<file path="config.mk">
export PLATFORM = sky130hd
export DESIGN_NAME = uart_tx_module
export DESIGN_NICKNAME = d
export VERILOG_FILES = /design/src/rtl/uart_tx_module.sv
export SDC_FILE = /design/constraint.sdc
export NUM_CORES = 1
export LEC_CHECK = 0
export CAP_MARGIN = 20
export CORE_AREA = 2 2 53 55
export CTS_CLUSTER_DIAMETER = 60
export DETAILED_ROUTE_END_ITERATION = 8
export DIE_AREA = 0 0 55 57
export PLACE_DENSITY = 0.7
export SYNTH_ARGS = -nofsm -noshare
export SYNTH_HDL_FRONTEND = slang
export SYNTH_SLANG_ARGS = --single-unit
</file>
<file path="constraint.sdc">
create_clock -name i_clk -period 2.05 [get_ports i_clk]
set_clock_uncertainty 0.1 [all_clocks]
set_input_delay 0.615 -clock i_clk [delete_from_list [all_inputs] [get_ports i_clk]]
set_output_delay 0.615 -clock i_clk [all_outputs]
set_load 0.01 [all_outputs]
</file>
<file path="src/rtl/uart_tx_module.sv">
// UART serial transmitter: start bit, NB_TX_DATA data bits LSB first, stop period.
// Timing is driven by a 16x oversampling tick; one word is serialized per accepted request.
module uart_tx_module #(
  parameter int NB_TX_DATA  = 8,
  parameter int SB_TX_TICKS = 16
) (
  input  logic                  i_clk,
  input  logic                  i_reset,
  input  logic                  i_tick,
  input  logic                  i_tx_start,
  input  logic [NB_TX_DATA-1:0] i_tx_data,
  output logic                  o_tx,
  output logic                  o_tx_busy,
  output logic                  o_tx_done
);

  typedef enum logic [1:0] {
    IDLE  = 2'd0,
    START = 2'd1,
    DATA  = 2'd2,
    STOP  = 2'd3
  } state_t;

  localparam logic [4:0] TICK_LAST = 5'd15;
  localparam logic [4:0] STOP_LAST = 5'(SB_TX_TICKS - 1);
  localparam logic [2:0] BIT_LAST  = 3'(NB_TX_DATA - 1);

  state_t                  state, state_next;
  logic [4:0]              tick_cnt, tick_cnt_next;
  logic [2:0]              bit_cnt, bit_cnt_next;
  logic [NB_TX_DATA-1:0]   shift, shift_next;
  logic                    tx, tx_next;
  logic                    done;

  // State, counters, shift register and line register
  always_ff @(posedge i_clk or negedge i_reset) begin
    if (!i_reset) begin
      state    <= IDLE;
      tick_cnt <= 5'd0;
      bit_cnt  <= 3'd0;
      shift    <= '0;
      tx       <= 1'b1;
    end else begin
      state    <= state_next;
      tick_cnt <= tick_cnt_next;
      bit_cnt  <= bit_cnt_next;
      shift    <= shift_next;
      tx       <= tx_next;
    end
  end

  // Next-state, datapath updates and the end-of-frame pulse
  always_comb begin
    state_next    = state;
    tick_cnt_next = tick_cnt;
    bit_cnt_next  = bit_cnt;
    shift_next    = shift;
    tx_next       = tx;
    done          = 1'b0;
    case (state)
      IDLE: begin
        tx_next = 1'b1;
        if (i_tx_start) begin
          shift_next    = i_tx_data;
          tick_cnt_next = 5'd0;
          tx_next       = 1'b0;
          state_next    = START;
        end else begin
          state_next = IDLE;
        end
      end
      START: begin
        if (i_tick) begin
          if (tick_cnt == TICK_LAST) begin
            tick_cnt_next = 5'd0;
            bit_cnt_next  = 3'd0;
            tx_next       = shift[0];
            state_next    = DATA;
          end else begin
            tick_cnt_next = tick_cnt + 5'd1;
          end
        end else begin
          state_next = START;
        end
      end
      DATA: begin
        if (i_tick) begin
          if (tick_cnt == TICK_LAST) begin
            tick_cnt_next = 5'd0;
            shift_next    = {1'b0, shift[NB_TX_DATA-1:1]};
            if (bit_cnt == BIT_LAST) begin
              tx_next    = 1'b1;
              state_next = STOP;
            end else begin
              bit_cnt_next = bit_cnt + 3'd1;
              tx_next      = shift[1];
            end
          end else begin
            tick_cnt_next = tick_cnt + 5'd1;
          end
        end else begin
          state_next = DATA;
        end
      end
      STOP: begin
        tx_next = 1'b1;
        if (i_tick) begin
          if (tick_cnt == STOP_LAST) begin
            done       = 1'b1;
            state_next = IDLE;
          end else begin
            tick_cnt_next = tick_cnt + 5'd1;
          end
        end else begin
          state_next = STOP;
        end
      end
      default: begin
        tx_next    = 1'b1;
        state_next = IDLE;
      end
    endcase
  end

  assign o_tx      = tx;
  assign o_tx_busy = (state != IDLE);
  assign o_tx_done = done;

endmodule

</file>
==> results of run 1 <==
-- worst reg2reg max path: cells and delay by family, from the launching register on --
| kind | cells | cell delay, ns |
|---|---|---|
| AOI/OAI and AO/OA | 2 | 0.29 |
| buffers and inverters | 3 | 0.39 |
| adders and majority gates | 1 | 0.20 |
| DFF | 1 | 0.40 |
| and+or+nand+nor | 2 | 0.53 |
-- worst paths after layout --
| path | from | endpoint | slack [ns] | depth (start not counted) |
|---|---|---|---|---|
| min reg2reg | shift[7] | shift[7] | 0.45 | 2 |
| max | i_tick | o_tx_done | -0.03 | 4 |
| min in group asynchronous | i_reset | tick_cnt[4] | 0.54 | 2 |
| max reg2reg | tick_cnt[0] | tick_cnt[3] | 0.07 | 8 |
| min | shift[7] | shift[7] | 0.45 | 2 |
| max in group asynchronous | i_reset | o_tx | 1.04 | 2 |
-- what timing repair did --
action	CTS	global route
endpoints found under the setup margin	3	1
buffers inserted	4	2
gates resized for setup	8	1
pin swaps	3	2
hold endpoints to repair	0	0
-- kinds of logic after synthesis --
logic type	share of synthesized area (%)
compound gates	27.27
buf+inv	3.925
simple gates	14.05
fa+ha+maj	9.298
mux	6.095
flops	39.36
-- per-stage QoR --
stage | utilization, % | instance area, µm² | total power, W
2_1_floorplan | - | 1211 | 0.001297
3_3_place_gp | 58.09 | 1519 | 0.001618
3_5_place_dp | 58.09 | 1519 | 0.001655
4_1_cts | 60.05 | 1570 | 0.001872
5_1_grt | 60.96 | 1594 | 0.002023
6_report | 60.96 | 1594 | 0.001877
-- registers in the layout (all words and copies together) (netlist names) --
| register | count |
|---|---|
| bit_cnt | 3 |
| o_tx | 1 |
| shift | 8 |
| state | 2 |
| tick_cnt | 5 |
-- where the power goes --
group / total, W / switching, W / internal, W / leakage, nW
clock network: 0.000191 / 0.000116 / 0.0000756 / 0.0150
registers: 0.000598 / 0.0000884 / 0.000509 / 0.235
logic: 0.00109 / 0.000549 / 0.000539 / 0.491
-- cells in the mapped netlist --
cell / number
a31oi_4: 1
nand3_1: 3
o22ai_1: 13
inv_1: 8
o211ai_2: 1
nor2_4: 1
or2_2: 1
ha_1: 9
o21ai_1: 5
o31ai_1: 1
o2bb2ai_1: 3
nand2_2: 1
a2bb2oi_1: 1
mux2_2: 1
a211oi_1: 1
o21ai_0: 3
nor3_1: 3
buf_2: 2
nand2_1: 8
o31a_1: 1
o22a_1: 1
nor2_1: 5
a21boi_0: 1
nor2_2: 1
or3_4: 1
o221ai_4: 1
a22o_1: 1
dfrtp_1: 18
mux2i_1: 4
nand4b_2: 1
a21oi_1: 10
inv_2: 1
clkbuf_1: 1
a22oi_1: 2
and4b_1: 1
nand2b_1: 3
or3_1: 1
dfstp_2: 1
mux2_1: 2
-- area by class of cell --
class	count	area (µm²)	area share (%)
Multi-Input combinational cell	92	698.2	43.80
Tap cell	31	38.79	2.433
Inverter	9	33.78	2.119
Sequential cell	19	476.7	29.91
Timing Repair Buffer	39	320.3	20.09
Clock buffer	4	26.28	1.648
-- metal layers --
layer,up-vias,wire length (µm)
met3,2,116
met1,531,1342
li1,543,-
met2,27,1435
met5,-,0
met4,0,11
==> summary.md, run 1 <==
| Metric | Value |
|---|---|
| Largest net degree at the start of global routing | `20` |
| HP Class | `reg -> reg` |
| WL per Instance | `14.98 µm` |
| Syn Area/Cell | `9.847 µm²` |
| GRT Total Usage | `20.01%` |
| Max Root-Sink Buffers | `2` |
| Failing checks | `negative setup slack` |
| CP bufs+invs | `2` |
| Setup Viol. Count Final | `1` |
| FP Rows | `19` |
| Netlist cell types | `39` |
| Yosys top cell by area | `dfrtp_1` |
| First-pass GRT wire length | `4678 µm` |
| Status | `finished, violations left` |
| Core area | `2615 µm²` |
| Unrepaired setup endpoints after global routing | `yes` |
| Startpoint Class | `input port` |
| Initial antenna violation count | `0` |
| Register area share after synthesis | `39.36%` |
| Peak VDD IR | `0.0008246 V` |
| Max-cap violations | `0` |
| Lkg Pwr | `0.7406 nW` |
| Max-slew headroom | `75.37%` |
| Layout cells sized above 1 | `26.38%` |
| Worst slack, placed | `-0.4464 ns` |
| Final Cycle Share | `101.6%` |
| Final RePlAce weighted congestion | `0.8669` |
| 1st-iter DRT viols | `46` |
| Clock Latency Late Sink | `0.29 ns` |
| ANT nets after route | `0` |
| Final net count | `185` |
| Clock transition at path regs | `0.10 ns` |
| Total CTS buffers | `3` |
| Ant. Diodes | `0` |
| GR peak layer | `met2` |
| Fmax | `0.4800 GHz` |
| Final Worst Setup Slack | `-0.03342 ns` |
| Hold Violations, Final | `0` |
| Grt ovf | `0` |
| I/O Buffers | `14` |
| Mapped Nets | `144` |
| TritonCTS clock tree | `done` |
| FF+latch count, synth | `19` |
| Vias per inst | `5.686` |
| Synth warn | `0` |
| CTS root buffer | `clkbuf_4` |
| Fin Setup TNS | `-0.03342 ns` |
| Worst path max stage delay | `0.48 ns` |
| Yosys top cell area share | `37.19%` |
| Filler cells | `225` |
| Pins Over Slew Limit | `0` |
| Met1 usage in global routing | `28.40%` |
| Slew @ Worst Pin | `0.3666 ns` |
| Initial Util | `46.32%` |
| Most frequent cells in the layout | `25 x buf_4, 18 x dfrtp_1, 13 x o22ai_1` |
| Met3 usage | `3.403%` |
| Top Family by Delay on Critical Path | `buffers and inverters` |
| Netlist Area Pre-Place | `1211 µm²` |
| Chip Width | `55 µm` |
| CP Data Required Time | `1.33 ns` |
| Crit path kind | `in -> out` |
| Slowest CP cell | `clkdlybuf4s50_1` |
| Non-Filler Instances | `194` |
| Placed cells | `184` |
| Period minus WS final | `2.083 ns` |
| Hold-fix buffers, CTS | `0` |
| H-Tree Depth | `1` |
| Pwr dens | `1178 nW/µm²` |
| Post-Route WL | `2906 µm` |
| Worst Path Max Fanout | `2` |
| Vias in the first global route | `1,099` |
| Crit-path cells | `clkdlybuf4s50_1 > nand2_1 > nor2_1 > buf_2` |
| Met2 Resource Use GR | `32.31%` |
| HPWL after DPL | `2159 µm` |
| # DRC | `0` |
| CP arrival | `1.37 ns` |
| Die area | `3135 µm²` |
| Synthesis-to-finish area growth | `31.61%` |
| Die height | `57 µm` |
| I/O pin cnt | `15` |
| Top area cells in the synthesized netlist | `dfrtp_1 37%, ha_1 9.3%, o22ai_1 6.7%` |
| Commonest non-fill, non-tap cell in the layout | `buf_4` |
| Synthesized instance count | `123` |
| 1st-pass router iterations | `4` |
| Via count | `1,103` |
| CP Capture Type | `output port` |
| Final hold slack | `0.4474 ns` |
| Sink Count | `19` |
Power figures use the tool's default switching activity.
==> run 2: changes to the inputs <==
==> config.mk (replaced) <==
export PLATFORM = sky130hd
export DESIGN_NAME = uart_tx_module
export DESIGN_NICKNAME = d
export VERILOG_FILES = /design/src/rtl/uart_tx_module.sv
export SDC_FILE = /design/constraint.sdc
export NUM_CORES = 1
export LEC_CHECK = 0
export CORE_AREA = 2 2 51 53
export CTS_CLUSTER_DIAMETER = 60
export DETAILED_ROUTE_END_ITERATION = 8
export DIE_AREA = 0 0 53 55
export GPL_TIMING_DRIVEN = 0
export PLACE_DENSITY = 0.75
export SYNTH_ARGS = -nofsm -noshare
export SYNTH_HDL_FRONTEND = slang
export SYNTH_SLANG_ARGS = --single-unit
==> run 2 against run 1 <==
The flow still finishes with violations (negative setup slack). Non-clock buffer count down 15. Critical path depth up 1. Cell count is 8.2% lower. Register-to-register slack gained 0.06 ns. Total power shrank 2.6%. Combinational power down 5%. Routed wire length shrank 11%.
==> summary.md, run 2 (synthesis results as in run 1) <==
| Metric | Value |
|---|---|
| HP Class | `reg -> reg` |
| Post-Route M1 WL | `1182 µm` |
| Max reg flops | `8` |
| Setup Viol. Count Final | `1` |
| TritonCTS clock tree | `done` |
| Internal power | `0.001086 W` |
| Total power | `0.001829 W` |
| Biggest register | `shift` |
| 1st-iter DRT viols | `17` |
| Post-Route WL | `2578 µm` |
| Hold-fix buffers, CTS | `0` |
| Top layer in use | `met4` |
| Initial Util | `51.22%` |
| Startpoint Class | `register` |
| CP Data Required Time | `1.33 ns` |
| Fmax | `0.4652 GHz` |
| First-pass GRT wire length | `4388 µm` |
| Sink Count | `19` |
| Final Worst Setup Slack | `-0.09981 ns` |
| Failing checks | `negative setup slack` |
| Filler cells | `183` |
| Via count | `1,015` |
| I/O Buffers | `13` |
| Chip Width | `53 µm` |
| ANT nets after route | `0` |
| Final Cycle Share | `104.9%` |
| Unrepaired setup endpoints after global routing | `yes` |
| CP arrival | `1.43 ns` |
| Clock transition at path regs | `0.10 ns` |
| Net Sw Power | `0.0007425 W` |
| Total CTS buffers | `3` |
| Pwr dens | `1227 nW/µm²` |
| Met3 WL post-DR | `99 µm` |
| Layout cells sized above 1 | `22.30%` |
| Slew @ Worst Pin | `0.8308 ns` |
| Hold Violations, Final | `0` |
| Clock Latency Late Sink | `0.30 ns` |
| Logic pwr share | `56.7%` |
| WL per Instance | `14.48 µm` |
| Grt ovf | `0` |
| Net Sw Frac | `40.61%` |
| Vias in the first global route | `973` |
| Final RePlAce weighted congestion | `0.8031` |
| Lkg Pwr | `0.6421 nW` |
| Initial antenna violation count | `0` |
| H-Tree Depth | `1` |
| Core area | `2365 µm²` |
| I/O pin cnt | `15` |
| Die height | `55 µm` |
| Largest net degree at the start of global routing | `20` |
| Die area | `2915 µm²` |
| Status | `finished, violations left` |
| Max-cap violations | `0` |
| Max-slew headroom | `44.44%` |
| Met2 WL | `1261 µm` |
| Final core utilization | `63.02%` |
| Regs by FF count | `shift (8), tick_cnt (5), bit_cnt (3)` |
| 1st-pass router iterations | `4` |
| FP Rows | `18` |
| # DRC | `0` |
| Crit path kind | `reg -> out` |
| Worst Path Max Fanout | `3` |
| Ant. Diodes | `0` |
| Most frequent cells in the layout | `18 x dfrtp_1, 13 x o22ai_1, 10 x a21oi_1, 10 x clkdlybuf4s50_1, 8 x buf_4` |
| Commonest non-fill, non-tap cell in the layout | `dfrtp_1` |
| Period minus WS final | `2.150 ns` |
| Peak VDD IR | `0.001004 V` |
| Vias per inst | `5.702` |
| Final net count | `170` |
| Pins Over Slew Limit | `0` |
| CP Capture Type | `output port` |
| Synthesis-to-finish area growth | `23.04%` |
| Fin Setup TNS | `-0.09981 ns` |
| GRT Total Usage | `21.27%` |
| Clock power frac | `10.1%` |
| Max Root-Sink Buffers | `2` |
| Flop pwr share | `33.2%` |
| CTS root buffer | `clkbuf_4` |
| HPWL after DPL | `1898 µm` |
[run 2: power by group through the flow]
stage	Clock (W)	Sequential (W)	Combinational, W
CTS	0.000200	0.000605	0.000990
detailed placement	0	0.000606	0.000934
global route	0.000213	0.000624	0.00117
finish	0.000186	0.000607	0.00104
floorplan	0	0.000593	0.000704
global placement	0	0.000602	0.000896
[run 2: critical path: stages, from the launching register on]
cell,delay (ns)
dfrtp_1,0.41
ha_4,0.16
and4b_2,0.25
nand2_2,0.09
nor2_1,0.09
buf_2,0.13
[run 2: repair_timing]
| item | CTS | global route |
|---|---|---|
| setup buffers | 4 | 4 |
| gates resized for setup | 14 | 2 |
| endpoints found under the setup margin | 3 | 5 |
| hold endpoints to repair | 0 | 0 |
| pin swaps | 1 | 2 |
[run 2: per-stage QoR]
step / setup slack [ns] / instance area (µm²) / hold WS (ns) / cells
global placement: -0.3644 / 1379 / 0.3933 / 166
detailed placement: -0.3872 / 1379 / 0.4086 / 166
global route: -0.1875 / 1490 / 0.4561 / 178
CTS: -0.1179 / 1456 / 0.4352 / 174
floorplan: 0.2184 / 1211 / 0.2194 / 123
finish: -0.09981 / 1490 / 0.4390 / 178
[run 2: final cells by class]
cell class                      count  area, µm²  area share, %
Timing Repair Buffer               21      183.9          12.34
Inverter                            9      33.78          2.267
Buffer                              3      13.76         0.9236
Tap cell                           30      37.54          2.519
Clock buffer                        4      26.28          1.763
Sequential cell                    19      476.7          31.99
Multi-Input combinational cell     92      718.2          48.19
[run 2: final timing paths]
| path | start | endpoint | slack (ns) | cells after the start |
|---|---|---|---|---|
| max | tick_cnt[0] | o_tx_done | -0.1 | 5 |
| min | shift[7] | shift[7] | 0.44 | 2 |
| max reg2reg | state[0] | shift[0] | 0.13 | 7 |
| min reg2reg | shift[7] | shift[7] | 0.44 | 2 |
| max in group asynchronous | i_reset | state[1] | 0.65 | 1 |
| min in group asynchronous | i_reset | bit_cnt[2] | 0.68 | 1 |
[run 2: metal layers]
layer	track usage (%)	vias up
li1	-	516
met1	26.06	476
met2	35.42	18
met3	6.452	5
met4	8.120	0
met5	0	-
==> run 3: changes to the inputs <==
==> config.mk (replaced) <==
export PLATFORM = sky130hd
export DESIGN_NAME = uart_tx_module
export DESIGN_NICKNAME = d
export VERILOG_FILES = /design/src/rtl/uart_tx_module.sv
export SDC_FILE = /design/constraint.sdc
export NUM_CORES = 1
export LEC_CHECK = 0
export CORE_AREA = 2 2 50 52
export CTS_CLUSTER_DIAMETER = 60
export DETAILED_ROUTE_END_ITERATION = 8
export DIE_AREA = 0 0 52 54
export GPL_TIMING_DRIVEN = 0
export PLACE_DENSITY = 0.77
export SYNTH_ARGS = -nofsm -noshare
export SYNTH_HDL_FRONTEND = slang
export SYNTH_SLANG_ARGS = --single-unit
==> constraint.sdc (replaced) <==
create_clock -name i_clk -period 2.8 [get_ports i_clk]
set_clock_uncertainty 0.1 [all_clocks]
set_input_delay 0.84 -clock i_clk [delete_from_list [all_inputs] [get_ports i_clk]]
set_output_delay 0.84 -clock i_clk [all_outputs]
set_load 0.01 [all_outputs]
==> run 3 against run 2 <==
Cell count is 3.4% lower. The flow now finishes without violations. Global-route usage decreased by 0.40 points. Combinational power decreased by 33%. Largest cell class unchanged. Flip-flop and latch count stayed put. Cell area fell by 4.5%. Die area shrank 3.7%. Via count is 2.0% higher. Total power shrank 30%. Critical path type unchanged. Non-clock buffer count decreased by 6. Critical endpoint unchanged. Clock-buffer cell count stayed put.
==> summary.md, run 3 (synthesis results as in run 1) <==
| Metric | Value |
|---|---|
| Status | `complete, no violations` |
| Via count | `1,035` |
| Layout cells sized above 1 | `14.79%` |
| CP Capture Type | `output port` |
| Fin Setup TNS | `0 ns` |
| Final hold slack | `0.4391 ns` |
| Regs by FF count | `shift (8), tick_cnt (5), bit_cnt (3)` |
| Sink Count | `19` |
| Chip Width | `52 µm` |
| Max reg flops | `8` |
| I/O Buffers | `13` |
| Hold Violations, Final | `0` |
| Die height | `54 µm` |
| Core area | `2320 µm²` |
| Grt ovf | `0` |
| Vias in the first global route | `998` |
| H-Tree Depth | `1` |
| Pwr dens | `901.1 nW/µm²` |
| Filler cells | `201` |
| Die area | `2808 µm²` |
| FF/Latch Area | `476.7 µm²` |
| Worst Reg-to-Reg Cells | `7` |
| CP Capture Point | `o_tx_done` |
| Final RePlAce weighted congestion | `0.8150` |
| Total CTS buffers | `3` |
| FP Rows | `18` |
| 1st-pass router iterations | `4` |
| Hold-fix buffers, CTS | `0` |
| Vias per inst | `6.017` |
| Synthesis-to-finish area growth | `17.46%` |
| I/O pin cnt | `15` |
| Peak VDD IR | `0.0006116 V` |
| Post-Route WL | `2591 µm` |
| Period minus WS final | `2.636 ns` |
| Crit path kind | `reg -> out` |
| WL per Instance | `15.06 µm` |
| Worst Path Max Fanout | `5` |
| Worst r2r dst | `shift[4]` |
| Worst slack, placed | `0.02147 ns` |
| Biggest register | `shift` |
| Max-cap violations | `0` |
| Ant. Diodes | `0` |
| GRT Total Usage | `20.87%` |
| Initial Util | `52.21%` |
| Commonest non-fill, non-tap cell in the layout | `dfrtp_1` |
| TritonCTS clock tree | `done` |
| Final Cycle Share | `94.14%` |
| Worst r2r src | `state[0]` |
| CP Data Required Time | `1.86 ns` |
| Final Worst Setup Slack | `0.1641 ns` |
| Final net count | `164` |
| CP arrival | `1.70 ns` |
| Max-slew headroom | `41.05%` |
| # DRC | `0` |
| Multi-input combinational cell area | `690.7 µm²` |
| Startpoint Class | `register` |
| HP Class | `reg -> reg` |
| First-pass GRT wire length | `4284 µm` |
| Worst setup startpoint | `tick_cnt[1]` |
| Clock Latency Late Sink | `0.30 ns` |
| Slew @ Worst Pin | `0.8816 ns` |
| HPWL after DPL | `1944 µm` |
| Largest net degree at the start of global routing | `20` |
| Setup Viol. Count Final | `0` |
| Max Root-Sink Buffers | `2` |
| Initial antenna violation count | `0` |
| Fmax | `0.3794 GHz` |
| Lkg Pwr | `0.6128 nW` |
| Clock transition at path regs | `0.12 ns` |
| ANT nets after route | `0` |
| R2R setup slack | `0.82 ns` |
| CTS root buffer | `clkbuf_4` |
| Unrepaired setup endpoints after global routing | `no` |
| 1st-iter DRT viols | `16` |
| Most frequent cells in the layout | `18 x dfrtp_1, 13 x o22ai_1, 12 x clkdlybuf4s50_1` |
| Pins Over Slew Limit | `0` |
run 3: cell count changes in the layout (fill, tap and decap cells not counted):
| cell | change |
|---|---|
| buf_2 | -1 |
| buf_4 | -6 |
| clkdlybuf4s15_1 | -1 |
| clkdlybuf4s50_1 | +2 |
| ha_1 | +2 |
| ha_4 | -2 |
| inv_1 | +2 |
| inv_2 | -2 |
| nand2_1 | +1 |
| nand2_2 | -1 |
run 3: stage by stage:
stage	total power (W)	utilization [%]	cells	instance area [µm²]
finish	0.001282	61.33	172	1423
global route	0.001375	61.33	172	1423
CTS	0.001281	61.33	172	1423
detailed placement	0.001124	59.44	166	1379
global placement	0.001098	59.44	166	1379
floorplan	0.0009496	-	123	1211
run 3: critical path, stage by stage (launching register included):
cell and delay [ns]:
dfrtp_1 0.38, ha_2 0.22, and4b_2 0.29, nand2_1 0.12
nor2_1 0.11, dlygate4sd2_1 0.27
run 3: timing repair:
action / in CTS / in global routing
resized for setup: 3 / 0
buffers inserted: 2 / 0
endpoints found under the setup margin: 1 / 0
run 3: routing by layer:
layer	track usage, %	vias to the layer above	part of all wire [%]
met1	22.88	503	44
met3	3.611	4	3.7
met4	10.09	0	1.3
li1	-	499	-
met5	0	-	0
met2	38.82	29	51
run 3: worst min path at each step:
stage,from,endpoint,slack [ns],cells past startpoint
4_1_cts,shift[7],shift[7],0.44,2
5_1_grt,shift[7],shift[7],0.46,2
3_3_place_gp,tick_cnt[0],tick_cnt[0],0.39,1
3_5_place_dp,tick_cnt[0],tick_cnt[0],0.40,1
6_report,shift[7],shift[7],0.44,2
2_1_floorplan,tick_cnt[0],tick_cnt[0],0.37,1
run 3: power by group:
| group | internal (W) | switching [W] |
|---|---|---|
| Sequential | 0.000373 | 0.0000695 |
| Clock | 0.0000556 | 0.0000921 |
| Combinational | 0.000319 | 0.000373 |
| Total | 0.000748 | 0.000534 |
run 3: area by class of cell:
| type | instances | share of cell area [%] |
|---|---|---|
| plain buffers | 3 | 0.9675 |
| clock buffers | 4 | 1.847 |
| inverters | 9 | 2.375 |
| multi-input cells | 92 | 48.55 |
| flip-flops and latches | 19 | 33.51 |
| well taps | 30 | 2.639 |
| repair buffers | 15 | 10.11 |
